## src/rtl/bv_cfg_pkg.sv

```systemverilog
// bv_cfg_pkg: shared definitions for the bit-vector TCAM configuration loader.
//   - default geometry constants (overridable through the top's parameters)
//   - header field bit positions
//   - sticky error codes
//   - loader FSM state encoding
package bv_cfg_pkg;

  localparam int DEF_SRAM_NUM   = 32;
  localparam int DEF_DATA_DEPTH = 48;
  localparam int DEF_ADDR_WIDTH = 6;
  localparam int DEF_DATA_WIDTH = 32;
  localparam int DEF_CNT_WIDTH  = 11;

  // Header word layout
  localparam int HDR_SRAM_LSB = 0;
  localparam int HDR_SRAM_MSB = 4;
  localparam int HDR_ADDR_LSB = 5;
  localparam int HDR_ADDR_MSB = 10;
  localparam int HDR_CNT_LSB  = 11;  // field holds count-1
  localparam int HDR_CNT_MSB  = 21;
  localparam int HDR_PAR_BIT  = 31;

  localparam logic [1:0] ERR_NONE = 2'd0;
  localparam logic [1:0] ERR_HDR  = 2'd1;
  localparam logic [1:0] ERR_LEN  = 2'd2;
  localparam logic [1:0] ERR_PAR  = 2'd3;

  typedef enum logic [1:0] {
    IDLE  = 2'd0,
    WRITE = 2'd1,
    DRAIN = 2'd2,
    DONE  = 2'd3
  } state_e;

endpackage

```

## src/rtl/bv_cfg_addr_gen.sv

```systemverilog
// bv_cfg_addr_gen: SRAM select / address counter with rollover plus a
// remaining-word down-counter.
//   clk, rst      clock, asynchronous active-high reset
//   load_i        load start position and word count
//   inc_i         advance one word (ignored when load_i is high)
//   load_sel_i    start SRAM index
//   load_addr_i   start address inside that SRAM
//   load_cnt_i    number of words in the burst
//   sel_o         current SRAM index
//   addr_o        current address
//   remaining_o   words still to be written
module bv_cfg_addr_gen #(
  parameter int SEL_W  = 5,
  parameter int ADDR_W = 6,
  parameter int REM_W  = 12,
  parameter int DEPTH  = 48
) (
  input  logic              clk,
  input  logic              rst,
  input  logic              load_i,
  input  logic              inc_i,
  input  logic [SEL_W-1:0]  load_sel_i,
  input  logic [ADDR_W-1:0] load_addr_i,
  input  logic [REM_W-1:0]  load_cnt_i,
  output logic [SEL_W-1:0]  sel_o,
  output logic [ADDR_W-1:0] addr_o,
  output logic [REM_W-1:0]  remaining_o
);

  logic [SEL_W-1:0]  sel_q,  sel_d;
  logic [ADDR_W-1:0] addr_q, addr_d;
  logic [REM_W-1:0]  rem_q,  rem_d;

  always_comb begin
    sel_d  = sel_q;
    addr_d = addr_q;
    rem_d  = rem_q;
    if (load_i) begin
      sel_d  = load_sel_i;
      addr_d = load_addr_i;
      rem_d  = load_cnt_i;
    end else if (inc_i) begin
      rem_d = rem_q - REM_W'(1);
      // Last entry of an SRAM: continue at entry 0 of the next SRAM.
      if (addr_q == ADDR_W'(DEPTH - 1)) begin
        addr_d = '0;
        sel_d  = sel_q + SEL_W'(1);
      end else begin
        addr_d = addr_q + ADDR_W'(1);
      end
    end
  end

  always_ff @(posedge clk or posedge rst) begin
    if (rst) begin
      sel_q  <= '0;
      addr_q <= '0;
      rem_q  <= '0;
    end else begin
      sel_q  <= sel_d;
      addr_q <= addr_d;
      rem_q  <= rem_d;
    end
  end

  assign sel_o       = sel_q;
  assign addr_o      = addr_q;
  assign remaining_o = rem_q;

endmodule

```

## src/rtl/bv_cfg_loader.sv

```systemverilog
// bv_cfg_loader: turns a valid/ready stream (header beat + N data beats) into
// per-cycle write strobes for the BV SRAM bank.
// Optional build macro: BV_CFG_PARITY_EN enables even-parity checking of the
// header word (error code 3).
//   clk, rst     clock, asynchronous active-high reset
//   cfg_valid    beat valid          cfg_ready   loader accepts a beat
//   cfg_data     header/data word    cfg_last    final beat of a burst
//   sram_sel     target SRAM         config_en   one-cycle write strobe
//   config_addr  write address       config_i    write data
//   busy         state is not IDLE   done        burst finished cleanly
//   err          sticky error code   err_clr     clears err
module bv_cfg_loader
  import bv_cfg_pkg::*;
#(
  parameter int SRAM_NUM   = DEF_SRAM_NUM,
  parameter int DATA_DEPTH = DEF_DATA_DEPTH,
  parameter int ADDR_WIDTH = DEF_ADDR_WIDTH,
  parameter int DATA_WIDTH = DEF_DATA_WIDTH,
  parameter int CNT_WIDTH  = DEF_CNT_WIDTH
) (
  input  logic                        clk,
  input  logic                        rst,
  input  logic                        cfg_valid,
  output logic                        cfg_ready,
  input  logic [DATA_WIDTH-1:0]       cfg_data,
  input  logic                        cfg_last,
  output logic [$clog2(SRAM_NUM)-1:0] sram_sel,
  output logic                        config_en,
  output logic [ADDR_WIDTH-1:0]       config_addr,
  output logic [DATA_WIDTH-1:0]       config_i,
  output logic                        busy,
  output logic                        done,
  output logic [1:0]                  err,
  input  logic                        err_clr
);

  localparam int SEL_W = $clog2(SRAM_NUM);
  localparam int REM_W = CNT_WIDTH + 1;   // count ranges 1..2^CNT_WIDTH
  localparam int POS_W = CNT_WIDTH + 2;   // linear end position incl. overshoot

  state_e                  state_q, state_d;
  logic [1:0]              err_q, err_d;
  logic                    ready_q;
  logic                    en_q, en_d;
  logic [SEL_W-1:0]        sel_q, sel_d;
  logic [ADDR_WIDTH-1:0]   addr_q, addr_d;
  logic [DATA_WIDTH-1:0]   data_q, data_d;

  logic                    beat;
  logic                    gen_load, gen_inc;
  logic [SEL_W-1:0]        gen_sel;
  logic [ADDR_WIDTH-1:0]   gen_addr;
  logic [REM_W-1:0]        gen_rem;

  logic [SEL_W-1:0]        hdr_sram;
  logic [ADDR_WIDTH-1:0]   hdr_addr;
  logic [REM_W-1:0]        hdr_cnt;
  logic [POS_W-1:0]        end_pos;
  logic                    hdr_bad;
  logic                    par_bad;

  assign beat = cfg_valid & ready_q;

  assign hdr_sram = cfg_data[HDR_SRAM_MSB:HDR_SRAM_LSB];
  assign hdr_addr = cfg_data[HDR_ADDR_MSB:HDR_ADDR_LSB];
  assign hdr_cnt  = {1'b0, cfg_data[HDR_CNT_MSB:HDR_CNT_LSB]} + REM_W'(1);

  // One past the last linear entry the burst would touch; must not exceed
  // the total table size.
  assign end_pos = POS_W'(hdr_sram) * POS_W'(DATA_DEPTH) + POS_W'(hdr_addr)
                 + POS_W'(hdr_cnt);
  assign hdr_bad = (hdr_addr >= ADDR_WIDTH'(DATA_DEPTH)) ||
                   (end_pos > POS_W'(SRAM_NUM * DATA_DEPTH));

`ifdef BV_CFG_PARITY_EN
  assign par_bad = ^cfg_data;
`else
  assign par_bad = 1'b0;
`endif

  bv_cfg_addr_gen #(
    .SEL_W  (SEL_W),
    .ADDR_W (ADDR_WIDTH),
    .REM_W  (REM_W),
    .DEPTH  (DATA_DEPTH)
  ) u_addr_gen (
    .clk         (clk),
    .rst         (rst),
    .load_i      (gen_load),
    .inc_i       (gen_inc),
    .load_sel_i  (hdr_sram),
    .load_addr_i (hdr_addr),
    .load_cnt_i  (hdr_cnt),
    .sel_o       (gen_sel),
    .addr_o      (gen_addr),
    .remaining_o (gen_rem)
  );

  always_comb begin
    state_d  = state_q;
    // A new error below overrides a same-cycle clear.
    err_d    = err_clr ? ERR_NONE : err_q;
    gen_load = 1'b0;
    gen_inc  = 1'b0;
    en_d     = 1'b0;
    sel_d    = sel_q;
    addr_d   = addr_q;
    data_d   = data_q;
    case (state_q)
      IDLE: begin
        if (beat) begin
          if (par_bad) begin
            err_d = ERR_PAR;
            if (!cfg_last) state_d = DRAIN;
          end else if (hdr_bad) begin
            err_d = ERR_HDR;
            if (!cfg_last) state_d = DRAIN;
          end else if (cfg_last) begin
            err_d = ERR_LEN;
          end else begin
            gen_load = 1'b1;
            state_d  = WRITE;
          end
        end
      end
      WRITE: begin
        if (beat) begin
          en_d    = 1'b1;
          sel_d   = gen_sel;
          addr_d  = gen_addr;
          data_d  = cfg_data;
          gen_inc = 1'b1;
          if (gen_rem == REM_W'(1)) begin
            if (cfg_last) begin
              state_d = DONE;
            end else begin
              err_d   = ERR_LEN;
              state_d = DRAIN;
            end
          end else if (cfg_last) begin
            err_d   = ERR_LEN;
            state_d = IDLE;
          end
        end
      end
      DRAIN: begin
        if (beat && cfg_last) state_d = IDLE;
      end
      DONE: begin
        state_d = IDLE;
      end
      default: begin
        state_d = IDLE;
      end
    endcase
  end

  always_ff @(posedge clk or posedge rst) begin
    if (rst) begin
      state_q <= IDLE;
      err_q   <= ERR_NONE;
      ready_q <= 1'b0;
      en_q    <= 1'b0;
      sel_q   <= '0;
      addr_q  <= '0;
      data_q  <= '0;
    end else begin
      state_q <= state_d;
      err_q   <= err_d;
      // Registered so the handshake output is also 0 while in reset.
      ready_q <= (state_d != DONE);
      en_q    <= en_d;
      sel_q   <= sel_d;
      addr_q  <= addr_d;
      data_q  <= data_d;
    end
  end

  assign cfg_ready   = ready_q;
  assign config_en   = en_q;
  assign sram_sel    = sel_q;
  assign config_addr = addr_q;
  assign config_i    = data_q;
  assign busy        = (state_q != IDLE);
  assign done        = (state_q == DONE);
  assign err         = err_q;

endmodule

```

## config.mk

```make
export PLATFORM = sky130hd
export DESIGN_NAME = bv_cfg_loader
export DESIGN_NICKNAME = d
export VERILOG_FILES = /design/src/rtl/bv_cfg_pkg.sv /design/src/rtl/bv_cfg_addr_gen.sv /design/src/rtl/bv_cfg_loader.sv
export SDC_FILE = /design/constraint.sdc
export NUM_CORES = 1
export LEC_CHECK = 0
export ABC_AREA = 1
export BUFFER_PORTS_ARGS = -buffer_cell sky130_fd_sc_hd__buf_4
export CAP_MARGIN = 20
export CELL_PAD_IN_SITES_DETAIL_PLACEMENT = 0
export CELL_PAD_IN_SITES_GLOBAL_PLACEMENT = 1
export CORE_ASPECT_RATIO = 1.1
export CORE_MARGIN = 8
export CORE_UTILIZATION = 40
export CTS_CLUSTER_DIAMETER = 150
export CTS_CLUSTER_SIZE = 24
export DETAILED_ROUTE_END_ITERATION = 12
export PLACE_DENSITY_LB_ADDON = 0.2
export SLEW_MARGIN = 20
export SYNTH_ARGS = -nofsm -noshare
export SYNTH_HDL_FRONTEND = slang
export SYNTH_SLANG_ARGS = --single-unit
```

## constraint.sdc

```tcl
create_clock -name clk -period 3.9 [get_ports clk]
set_clock_uncertainty 0.05 [all_clocks]
set_input_delay 0.195 -clock clk [delete_from_list [all_inputs] [get_ports clk]]
set_output_delay 0.195 -clock clk [all_outputs]
set_load 0.02 [all_outputs]
```

==> results.py <==
metrics = {
    "power": {
        "internal-power_mw": 2.368,
        "switching_share_pct": 42.43,
        "powerDensity_nw_per_um2": 691.4,
        "p_leak_nw": 3.192,
        "clockPowerShare_pct": 20.1,
        "power.switching_mw": 1.745,
        "seqPwrFrac_pct": 32.5,
        "p_comb_share_pct": 47.3,
        "ir_drop_v": 0.0003351,
    },
    "sta": {
        "worst_hold_slack_ns": 0.01060,
        "max_slew.worst_pin.slew_ns": 0.8000,
        "grt_setup_unrepaired": "no",
        "relSlewSlack_pct": 46.61,
        "setup_ws_ns": 0.2943,
        "fin_setup_tns_ns": 0,
        "hold_violations": 0,
        "fmax_ghz": 0.2773,
        "drv_slew": 0,
        "period_share_pct": 92.45,
        "period_needed_ns": 3.606,
        "finalSetupViolations": 0,
    },
    "clock_network": {
        "clockBufferDepth": 2,
        "tritoncts": "built",
        "clk_latency_ns": 0.32,
        "root_buffer": "clkbuf_16",
        "cts.sinks": 72,
        "post_cts_buffers": 0,
        "cts_inserted_buffers": 9,
        "cts_max_level": 3,
        "clkTransAtPathRegs_ns": 0.06,
    },
    "worst_setup_path": {
        "critPathMaxFanout": 22,
        "reg2reg_slack_ns": 1.45,
        "ff2ff_path_depth": 8,
        "cp.arrival_ns": 3.82,
        "r2r_start": "cfg_ready",
        "crit_type": "in -> reg",
        "critPathRequiredTime_ns": 4.12,
        "cp-end-kind": "flop",
        "r2r-end": "u_addr_gen.remaining_o[11]",
        "cp-start-kind": "input port",
    },
    "floorplanning": {
        "placeableCoreArea_um2": 11880,
        "fp.dieH_um": 131.1,
        "die_x_um": 120.6,
        "rows": 42,
        "io_pins": 86,
        "start_util_pct": 40.55,
        "die_area_um2": 15810,
    },
    "synthesis": {
        "yosys_warnings": 0,
        "ys_seq_area_share_pct": 37.41,
        "ys.flop_type": "dfrtp_1",
        "ys_seq_elements": 72,
        "synth_edf_count": 0,
        "async_flop_share_pct": 100.0,
        "netlist_area_um2": 4816,
        "syn-instance-count": 626,
        "yosys.cell_types.count": 42,
        "syn_nets": 697,
        "synth_area_per_cell_um2": 7.693,
    },
    "place": {
        "place_ws_ns": -0.06914,
        "gp_congestion": 0.8782,
        "io_buffers": 85,
        "dp_hpwl_mm": 10.61,
    },
    "global_routing": {
        "grt_busiest_layer": "met2",
        "grt_overflow_total": 0,
        "use_met1_pct": 23.37,
        "grt_max_degree": 57,
        "grt_pass1_vias": 4333,
        "met2_usage_pct": 28.88,
        "met3_usage_pct": 3.385,
        "grt_usage_pct": 17.68,
        "antenna_found_initial": 0,
        "grt_pass1_wl_mm": 22.20,
    },
    "routing": {
        "drt-pass1-iter-count": 5,
        "drc": 0,
        "vias_per_cell": 4.950,
        "via_count": 4336,
        "ant_nets": 0,
        "routed_wirelength_mm": 13.44,
        "first_iter_violations": 333,
        "wire_per_inst_um": 15.35,
    },
    "job": {
        "maxCapViolations": 0,
    },
    "layout": {
        "area_delta_synth_final_pct": 23.51,
        "final_common_cell": "nand2_1",
        "diodes": 0,
        "mostFrequentLayoutCells": "nand2_1, buf_4, dfrtp_1",
        "nets": 788,
        "layout-drive-gt1-share_pct": 22.85,
    },
    "hold_path": {
        "hold_end": "config_i[25]",
        "hold_path_depth": 3,
        "worstHoldStart": "cfg_data[25]",
        "hold_path.class": "in -> reg",
    },
    "run_status": {
        "status": "completed",
    },
}
[cells by family (layout without fill, tap and decap cells)]
| group | count (synthesis) | after routing | share of synthesized area [%] |
|---|---|---|---|
| and+or+nand+nor | 333 | 333 | 32.89 |
| xor gates and xnor gates | 20 | 20 | 3.637 |
| DFF | 72 | 72 | 37.41 |
| buffers and inverters | 96 | 192 | 8.365 |
| AOI/OAI and AO/OA | 71 | 71 | 8.236 |
| adders and majority gates | 34 | 34 | 9.457 |
[power by group through the flow]
stage	logic, mW	registers [mW]	clock network (mW)
final	1.95	1.34	0.828
after global routing	2.16	1.38	0.875
after CTS	1.96	1.34	0.842
after detailed placement	1.96	1.34	0
after global placement	1.93	1.33	0
after floorplan	1.03	1.57	0
[stage by stage]
stage	power [mW]	util, %	instance area, um^2	std cells
detailed placement	3.304	47.43	5633	859
CTS	4.146	50.03	5942	876
global placement	3.264	47.43	5633	859
floorplan	2.598	-	4816	626
global route	4.422	50.08	5948	876
finish	4.113	50.08	5948	876
[per-layer routing]
metal	up-vias	wire [um]
met5	-	0
met3	8	672
met2	97	6275
li1	2195	-
met1	2036	6337
met4	0	157
[Yosys cell counts, types with 2 or more instances]
cell type / n / share of area [%]
nand4_1: 16 / 2.1
o211ai_1: 6 / 0.94
nor3_1: 8 / 0.83
nor2_2: 5 / 0.65
dfrtp_1: 72 / 37
xor2_1: 16 / 2.9
nand3b_1: 3 / 0.47
a21oi_2: 3 / 0.55
nand3_2: 7 / 1.5
inv_2: 4 / 0.31
nand3_4: 2 / 0.73
o21bai_1: 2 / 0.31
buf_6: 5 / 1.2
nand3_1: 41 / 4.3
inv_1: 72 / 5.6
nand2_2: 19 / 2.5
a21oi_1: 13 / 1.4
nor2_1: 32 / 2.5
xnor2_1: 4 / 0.73
o21ai_0: 33 / 3.4
o22ai_1: 2 / 0.26
fa_1: 4 / 1.7
o21ai_1: 9 / 0.94
nand2_1: 189 / 15
clkbuf_1: 11 / 0.86
nand2_4: 3 / 0.70
ha_1: 30 / 7.8
[worst max-delay path by stage]
stage / startpoint / to / slack (ns)
after floorplan: cfg_data[0] / u_addr_gen.remaining_o[2] / 0.79
after global placement: cfg_data[11] / u_addr_gen.addr_o[2] / -0.02
after detailed placement: cfg_data[11] / u_addr_gen.addr_o[2] / -0.07
after CTS: cfg_data[11] / u_addr_gen.remaining_o[2] / 0.26
after global routing: cfg_data[11] / u_addr_gen.remaining_o[8] / 0.05
final: cfg_data[11] / u_addr_gen.remaining_o[2] / 0.29
[worst max-delay path, cell delays in order]
cell and delay, ns:
buf_4 0.09, inv_1 0.04, nor3_1 0.33, nand3_1 0.26, nor3_4 0.28, nand3_1 0.13
xor2_1 0.29, ha_1 0.29, ha_1 0.35, nand2_1 0.15, inv_1 0.05, a21oi_1 0.18
nand3_1 0.10, nand2_1 0.06, nand2_1 0.08, nor2_4 0.16, nand2_4 0.08, nand3_4 0.22
nand2_4 0.08, inv_2 0.25, nand2_1 0.09, nand2_1 0.07
[state kept, by name (all words and copies together), names as in the netlist]
| name | flops |
|---|---|
| cfg_ready | 1 |
| config_addr | 6 |
| config_en | 1 |
| config_i | 32 |
| err | 2 |
| sram_sel | 5 |
| state_q | 2 |
| u_addr_gen.addr_o | 6 |
| u_addr_gen.remaining_o | 12 |
| u_addr_gen.sel_o | 5 |
[final cells by class]
| cell class | count | area, um^2 |
|---|---|---|
| multi-input cells | 458 | 2620 |
| repair buffers | 99 | 745.7 |
| clock inverters | 5 | 56.30 |
| inverters | 77 | 289.0 |
| fillers | 1201 | 5928 |
| well taps | 154 | 192.7 |
| flip-flops and latches | 72 | 1802 |
| clock buffers | 11 | 242.7 |
[what timing repair did]
action | in CTS | in global routing
setup endpoints to repair | 0 | 2
hold endpoints to repair | 10 | 0
gates resized for setup | 0 | 1
hold buffers | 1 | 0
(Power assumes the default switching activity.)
